[src/rtl/seq_divider.sv]
`default_nettype none
`timescale 1ns/1ps
// ============================================================================
// Module   : seq_divider
// Purpose  : Iterative restoring divider producing one quotient bit per clock.
//            It divides a 2N-bit dividend by an N-bit divisor and returns a
//            2N-bit quotient and an N-bit remainder.
//            It uses the same Run-style start handshake as the multiplier.
// Ports    : Clk       - system clock, rising edge
//            Reset     - asynchronous active-high reset
//            Run       - start request, sampled only while idle
//            DVD       - 2N-bit dividend, captured on the start edge
//            DVS       - N-bit divisor, captured on the start edge
//            quotient  - 2N-bit quotient, valid from Done until next start
//            remainder - N-bit remainder, valid from Done until next start
//            Busy      - high while iterating
//            Done      - one-cycle pulse, results valid during it
//            DivZero   - set with Done when DVS was 0, held until next start
// Options  : DIVIDER_SIGNED_EN - two's complement operands and results.
//            The quotient truncates toward zero and the remainder takes the
//            dividend's sign. When the macro is undefined, all operands are
//            unsigned.
// Revision : 1.0 - initial release
// ============================================================================
module seq_divider #(
  parameter int N = 16
) (
  input  logic           Clk,
  input  logic           Reset,
  input  logic           Run,
  input  logic [2*N-1:0] DVD,
  input  logic [N-1:0]   DVS,
  output logic [2*N-1:0] quotient,
  output logic [N-1:0]   remainder,
  output logic           Busy,
  output logic           Done,
  output logic           DivZero
);

  localparam int              c_cw   = $clog2(2 * N);
  localparam logic [c_cw-1:0] c_last = c_cw'(2 * N - 1);

  localparam logic [1:0] c_idle = 2'd0;
  localparam logic [1:0] c_calc = 2'd1;
  localparam logic [1:0] c_done = 2'd2;

  logic [1:0]      r_state;
  logic [c_cw-1:0] r_count;
  // The partial remainder is always below the divisor after each step, so
  // only N bits need storing. The N+1-bit value exists only combinationally,
  // after the shift.
  logic [N-1:0]    r_p;
  // The dividend shifts out of the top of this register while quotient bits
  // shift in at the bottom. After 2N steps, it holds the quotient.
  logic [2*N-1:0]  r_sr;
  logic [N-1:0]    r_dvs;

  logic [N:0]      w_shift;
  logic            w_ge;
  logic [N-1:0]    w_p_next;
  logic [2*N-1:0]  w_sr_next;
  logic [2*N-1:0]  w_dvd_mag;
  logic [N-1:0]    w_dvs_mag;
  logic [2*N-1:0]  w_q_fix;
  logic [N-1:0]    w_r_fix;

  // One restoring step: bring in the next dividend bit, then subtract the
  // divisor if it fits.
  assign w_shift   = {r_p, r_sr[2*N-1]};
  assign w_ge      = (w_shift >= {1'b0, r_dvs});
  assign w_p_next  = w_ge ? N'(w_shift - {1'b0, r_dvs}) : w_shift[N-1:0];
  assign w_sr_next = {r_sr[2*N-2:0], w_ge};

`ifdef DIVIDER_SIGNED_EN
  logic r_qneg;
  logic r_rneg;

  // Magnitudes feed the unsigned core. The most negative values map to
  // 2^(width-1), which still fits unsigned.
  assign w_dvd_mag = DVD[2*N-1] ? -DVD : DVD;
  assign w_dvs_mag = DVS[N-1]   ? -DVS : DVS;
  assign w_q_fix   = r_qneg ? -w_sr_next : w_sr_next;
  assign w_r_fix   = r_rneg ? -w_p_next  : w_p_next;
`else
  assign w_dvd_mag = DVD;
  assign w_dvs_mag = DVS;
  assign w_q_fix   = w_sr_next;
  assign w_r_fix   = w_p_next;
`endif

  always_ff @(posedge Clk or posedge Reset) begin
    if (Reset) begin
      r_state   <= c_idle;
      r_count   <= '0;
      r_p       <= '0;
      r_sr      <= '0;
      r_dvs     <= '0;
      quotient  <= '0;
      remainder <= '0;
      Busy      <= 1'b0;
      Done      <= 1'b0;
      DivZero   <= 1'b0;
`ifdef DIVIDER_SIGNED_EN
      r_qneg    <= 1'b0;
      r_rneg    <= 1'b0;
`endif
    end else begin
      Done <= 1'b0;
      case (r_state)
        c_idle: begin
          if (Run) begin
            DivZero <= 1'b0;
            r_count <= '0;
            r_p     <= '0;
            if (DVS == '0) begin
              // A zero divisor is resolved right away and never iterates.
              quotient  <= '1;
              remainder <= DVD[N-1:0];
              DivZero   <= 1'b1;
              Done      <= 1'b1;
              r_state   <= c_done;
            end else begin
              r_sr    <= w_dvd_mag;
              r_dvs   <= w_dvs_mag;
              Busy    <= 1'b1;
              r_state <= c_calc;
`ifdef DIVIDER_SIGNED_EN
              r_qneg  <= DVD[2*N-1] ^ DVS[N-1];
              r_rneg  <= DVD[2*N-1];
`endif
            end
          end
        end

        c_calc: begin
          r_p     <= w_p_next;
          r_sr    <= w_sr_next;
          r_count <= r_count + 1'b1;
          if (r_count == c_last) begin
            // The last step is registered straight into the outputs, so
            // results become visible together with Done.
            quotient  <= w_q_fix;
            remainder <= w_r_fix;
            Busy      <= 1'b0;
            Done      <= 1'b1;
            r_state   <= c_done;
          end
        end

        c_done: begin
          r_state <= c_idle;
        end

        default: begin
          r_state <= c_idle;
        end
      endcase
    end
  end

endmodule
`default_nettype wire

[config.mk]
export PLATFORM = sky130hd
export DESIGN_NAME = seq_divider
export DESIGN_NICKNAME = d
export VERILOG_FILES = /design/src/rtl/seq_divider.sv
export SDC_FILE = /design/constraint.sdc
export NUM_CORES = 1
export LEC_CHECK = 0
export ABC_CLOCK_PERIOD_IN_PS = 5500
export CELL_PAD_IN_SITES_DETAIL_PLACEMENT = 1
export CELL_PAD_IN_SITES_GLOBAL_PLACEMENT = 2
export CORE_MARGIN = 2
export CORE_UTILIZATION = 36
export DETAILED_ROUTE_END_ITERATION = 7
export HOLD_SLACK_MARGIN = 0.12
export PLACE_DENSITY_LB_ADDON = 0.1
export SKIP_LAST_GASP = 1
export SLEW_MARGIN = 20
export SYNTH_ARGS = -nofsm -noshare
export SYNTH_HDL_FRONTEND = slang
export SYNTH_SLANG_ARGS = --single-unit
[constraint.sdc]
create_clock -name Clk -period 5.5 [get_ports Clk]
set_input_delay 0.55 -clock Clk [delete_from_list [all_inputs] [get_ports Clk]]
set_output_delay 0.55 -clock Clk [all_outputs]
set_load 0.01 [all_outputs]
# [Word level (Yosys, flattened, before mapping)]
# Index checks and enable logic that the tools add are counted.
[word_totals] ff_bits=122 latch_bits=0 ramBits=0 mem_bits_ro=0 inputBits=51 output_inout_bits=51 word_cells=58 memories=0
[classes] add_sub_neg=2 mul=0 n_div=0 n_lt_le_gt_ge=1 n_eq_ne=6 shift=0 muxes=28 n_bitwise=1 n_reduce_logical=10
[ops] op="2-to-1 mux 32 bit" count=5
[ops] op="one-hot mux 32 bit (2 select lines)" count=2
[ops] op="2-to-1 mux 16 bit" count=5
[ops] op="one-hot mux 16 bit (2 select lines)" count=2
[ops] op="greater-or-equal comparator 17 x 16 -> 1 bit" count=1
[ops] op="zero test 16 bit" count=1
[ops] op="subtractor 16 bit" count=1
[ops] op="one-hot mux 5 bit (2 select lines)" count=1
[ops] op="!= test 2 bit (second input constant)" count=4
[ops] op="AND reduction 4 bit" count=2
[ops] op="2-to-1 mux 1 bit" count=6
[ops] op="2-to-1 mux 2 bit" count=3
[ops] op="AND reduction 2 bit" count=3
[ops] op="AND reduction 3 bit" count=2
[ops] op="adder 5 x 1 -> 5 bit (second input constant)" count=1
[ops] op="== test 5 bit (second input constant)" count=1
[ops] op="2-to-1 mux 5 bit" count=1
[ops] op="one-hot mux 1 bit (2 select lines)" count=2
[ops] op="one-hot mux 2 bit (2 select lines)" count=1
[ops] op="== test 2 x 1 -> 1 bit (second input constant)" count=1
[ops] op="zero test 2 bit" count=1
[ops] op="nonzero test 2 bit" count=1
[ops] op="inverter 1 bit" count=1

# [Depth between registers and ports, before layout]
[logic_depth] word_depth=4 mapped_depth=11 depth_no_buf=10

# [Worst setup path after synthesis]
# No wires, ideal clock.
[synth_timing] path_kind="reg-to-reg" start="reg r_sr[31]" end="reg remainder[10]" setup_time_ns=0.094 arrival_time_ns=2.161 slack_ns=3.245 path_stages_with_launch=11 path_cell_list="dfrtp_1 > inv_1 > ha_1 > inv_1 > fa_1 > a21o_1 > a221o_1 > a21oi_1 > xnor2_1 > nor2_1 > a211oi_1"
[synth_between] elab_chain_len=4 word_cells_on_any_way=5 classes_between="1 x add/sub; 1 x order compare; 3 x mux"
[synth_rtl] item="from (decl)" line_no="55" source="logic [2*N-1:0] r_sr;"
[synth_rtl] item="from (signal assigned)" line_no="123" source="r_sr <= w_dvd_mag;"
[synth_rtl] item="from (signal assigned)" line_no="137" source="r_sr <= w_sr_next;"
[synth_rtl] item="subtractor 16 bit or greater-or-equal comparator 17 x 16 -> 1 bit (tied branches)" line_no="71, 70"
[synth_rtl] item="2-to-1 mux 16 bit (*)" line_no="71" source="assign w_p_next = w_ge ? N'(w_shift - {1'b0, r_dvs}) : w_shift[N-1:0];"
[synth_rtl] item="2-to-1 mux 16 bit (*)" line_no="139" source="if (r_count == c_last) begin"
[synth_rtl] item="one-hot mux 16 bit (2 select lines) (*)" line_no="109" source="case (r_state)"
[synth_rtl] item="to (signal assigned)" line_no="118" source="remainder <= DVD[N-1:0];"
[synth_rtl] item="to (signal assigned)" line_no="143" source="remainder <= w_r_fix;"
[synth_rtl] item="to (decl)" line_no="34" source="output logic [N-1:0] remainder,"
# Every way passes the cells marked *; elsewhere a longest branch is shown, timed or not. The select of a mux whose other input is x is not followed.
# A chain may end at the register's enable or synchronous reset.

# [Final worst setup path]
[layout_timing] start="reg r_p[3]" end="reg r_p[0]"
[layout_between] elab_chain_len=3
[layout_rtl] item="from (decl)" line_no="52" source="logic [N-1:0] r_p;"
[layout_rtl] item="from (signal assigned)" line_no="136" source="r_p <= w_p_next;"
[layout_rtl] item="greater-or-equal comparator 17 x 16 -> 1 bit" line_no="70" source="assign w_ge = (w_shift >= {1'b0, r_dvs});"
[layout_rtl] item="2-to-1 mux 16 bit" line_no="71"
[layout_rtl] item="one-hot mux 16 bit (2 select lines)" line_no="109"
# Every way passes these cells.

==> flow_summary.yaml <==
worst_setup_path:
  critical_path.cell_chain: "ha_1, and3_1, o21ai_1, a21o_1, a21oi_2, nor2_1, o311ai_0"
  crit_slowest_cell: "a21oi_2"
  path_class: "reg -> reg"
  startpoint: "r_p[3]$_DFFE_PP0P_"
  end_kind: "register"
  critical-path-top-delay-family: "compound AO/OA/AOI/OAI gates"
  reg2regPathDepth: 7
  cp.depth: 7
  required_ns: 5.81
  cp_data_arrival_time_ns: 3.42
  ff2ff_setup_slack_ns: 2.39
  rr_startpoint: "r_p[3]$_DFFE_PP0P_"
  r2r-end: "r_p[0]$_DFFE_PP0P_"
  cpPeakStageDelay_ns: 0.84
  crit_end: "r_p[0]$_DFFE_PP0P_"
  crit_fanout: 22
  critPathBufInv: 0
  cp-start-kind: "register"
logic_synthesis:
  synth_nets: 805
  synth_top_area_share_pct: 46.0
  synth_cell_types: 64
  synth_area_um2: 6640
  async_reset_ff_share_pct: 100
  yosysSeqAreaShare_pct: 46.0
  synth-edff-count: 0
  syn_avg_cell_area_um2: 9.03
  yosys_warnings: 0
  yosysMostFrequentCell: "dfrtp_1"
  synthTopCellsByArea: "dfrtp_1, o21ai_0, mux2i_1, nor2_1, nand2_1"
  ys.flop_type: "dfrtp_1"
  synth_commonest_cells: "dfrtp_1, nor2_1, nand2_1, o21ai_0, a21oi_1"
  syn_inst: 735
  synth_area_leader_cell: "dfrtp_1"
  ys_ff_latch: 122
power_and_ir_drop:
  vdd_drop_max_mv: 0.263
  p_leak_uw: 0.00346
  power_switching_uw: 2480
  switching_share_pct: 42.9
  intPower_uw: 3300
  pwr-share-seq_pct: 28.3
  clkPwrFrac_pct: 20.4
  power_uw: 5780
  powerDensity_nw_per_um2: 693
  power_frac_comb_pct: 51.3
run_status:
  status: "finished, final reports clean"
placed_design:
  place_congestion: 0.911
  dp_hpwl_mm: 14.7
  portBuffers: 101
  placed_cell_area_um2: 7720
timing:
  grt_setup_unrepaired: "false"
  period_needed_ns: 3.11
  fin_crit_sh_pct: 56.6
  hold_viol: 0
  fin_setup_tns_ns: 0
  slew_headroom_pct: 20.9
  finalSetupViolCount: 0
  fin_skew_ns: 0.00818
  max_freq_mhz: 321
  drv_slew: 0
  worst_pin_slew_ns: 1.19
detailed_routing:
  vias_per_cell: 5.61
  met1Wirelength_mm: 8.97
  wl_met2_mm: 10.3
  route.vias.total: 5882
  top_layer_used: "met4"
  drt_wl_total_mm: 20.5
  wl_per_cell_um: 19.5
  drtAntennaViolNets: 0
  drtPass1Iterations: 4
  wl_met3_um: 786
  drt_iter0_drc: 270
  drc_errors: 0
global_route:
  grt_max_degree: 70
  track_usage_pct: 21.4
  antenna_found_initial: 0
  grt_pass1_vias: 6153
  grt_overflow: 0
  grt_pass1_wl_mm: 33.3
layout:
  drive_gt1_share_pct: 6.71
  fin_nets: 877
  antenna_cells: 0
  syn_to_final_growth_pct: 25.6
  stdcell_area_um2: 8340
clock_tree:
  numCtsBuffers: 17
  cts_root_buf: "clkbuf_16"
  cts_sinks: 122
  cts_resized: 0
  cts_max_level: 4
  clkLatencyLatePin_ns: 0.43
  hold_buffers: 0
  clkTransAtPathRegs_ns: 0.06
  clockBufferDepth: 2
  cts_tree: "yes"
  postCtsSetupBuffers: 0
worst_hold_path:
  hold_class: "reg -> reg"
  min_path_cells: 2
floorplanning:
  die_h_um: 140
  num_rows: 49
  fp.dieW_um: 140
  die_area_um2: 19500
  num_io_pins: 102
  coreArea_um2: 18000
  start_util_pct: 36.8
job:
  maxCapViolCount: 0
==> how the worst min path moves through the flow <==
stage	start	to	slack (ns)
6_report	r_sr[6]$_DFFE_PP0P_	r_sr[6]$_DFFE_PP0P_	0.51
2_1_floorplan	r_count[2]$_DFFE_PP0P_	r_count[2]$_DFFE_PP0P_	0.46
3_3_place_gp	r_count[4]$_DFFE_PP0P_	r_count[4]$_DFFE_PP0P_	0.49
5_1_grt	r_sr[0]$_DFFE_PP0P_	r_sr[0]$_DFFE_PP0P_	0.53
4_1_cts	r_sr[0]$_DFFE_PP0P_	r_sr[0]$_DFFE_PP0P_	0.51
3_5_place_dp	r_count[4]$_DFFE_PP0P_	r_count[4]$_DFFE_PP0P_	0.49
==> power groups by stage <==
| stage | Combinational (µW) | Sequential, µW | Clock, µW |
|---|---|---|---|
| 4_1_cts | 2980 | 1640 | 1210 |
| 3_3_place_gp | 2860 | 1630 | 0 |
| 6_report | 2960 | 1630 | 1180 |
| 3_5_place_dp | 2950 | 1650 | 0 |
| 5_1_grt | 3290 | 1690 | 1250 |
| 2_1_floorplan | 2060 | 1590 | 0 |
==> flip-flops by register name, summed over array words and instances (netlist names) <==
signal and cells:
quotient 32, r_sr 32, r_dvs 16, r_p 16, remainder 16, r_count 5
r_state 2, Busy 1, DivZero 1, Done 1
==> worst min-delay path: stages (launching register included) <==
cell and delay, ns:
dfrtp_1 0.36, nand2_1 0.05, o21ai_0 0.06
==> layout make-up <==
| class | count | area [µm²] |
|---|---|---|
| repair buffers | 106 | 1050 |
| fillers | 2060 | 9690 |
| flip-flops and latches | 122 | 3050 |
| multi-input cells | 538 | 3250 |
| well taps | 229 | 287 |
| inverters | 22 | 85.1 |
| clock inverters | 15 | 190 |
| clock buffers | 17 | 425 |
==> cells by family (layout without fill, tap and decap cells) <==
logic type	count (synthesis)	count (layout)	share of synthesized area [%]
and+or+nand+nor	233	233	15.9
AOI/OAI and AO/OA	244	244	22.8
xor gates and xnor gates	9	9	1.19
muxes	33	33	4.99
DFF	122	122	46.0
buffers and inverters	75	160	5.47
adders and majority gates	19	19	3.69
==> routing by layer <==
metal / up-vias / GRT usage, %
li1: 2801 / -
met1: 2923 / 26.5
met2: 129 / 37.2
met3: 29 / 4.68
met4: 0 / 7.00
met5: - / 0
==> cell usage in the layout, fill, tap and decap left out, types with 3 or more instances in the layout <==
cell             instances
dfrtp_1                122
clkdlybuf4s50_1        101
nor2_1                  82
nand2_1                 80
o21ai_0                 76
a21oi_1                 56
mux2i_1                 32
inv_1                   20
ha_1                    18
nand3_1                 17
clkbuf_16               17
o31ai_1                 16
a31oi_1                 15
o22ai_1                 13
o22a_1                  12
a21o_1                   9
nand4_1                  9
nor3_1                   9
o211ai_1                 8
and3_1                   7
nor4_1                   7
and2_1                   6
a211oi_1                 6
xor2_1                   5
inv_6                    5
buf_4                    5
xnor2_1                  4
a22o_1                   3
clkinvlp_4               3
bufinv_16                3
==> through the flow <==
step	hold WS (ns)	worst slack, ns	cells	utilization (%)
2_1_floorplan	0.464	1.71	735	-
6_report	0.507	2.39	1049	46.3
3_3_place_gp	0.491	2.03	1017	42.9
4_1_cts	0.509	2.32	1049	46.3
3_5_place_dp	0.488	1.91	1017	42.9
5_1_grt	0.532	2.10	1049	46.3
No activity file was read; power rests on OpenSTA's default activity.
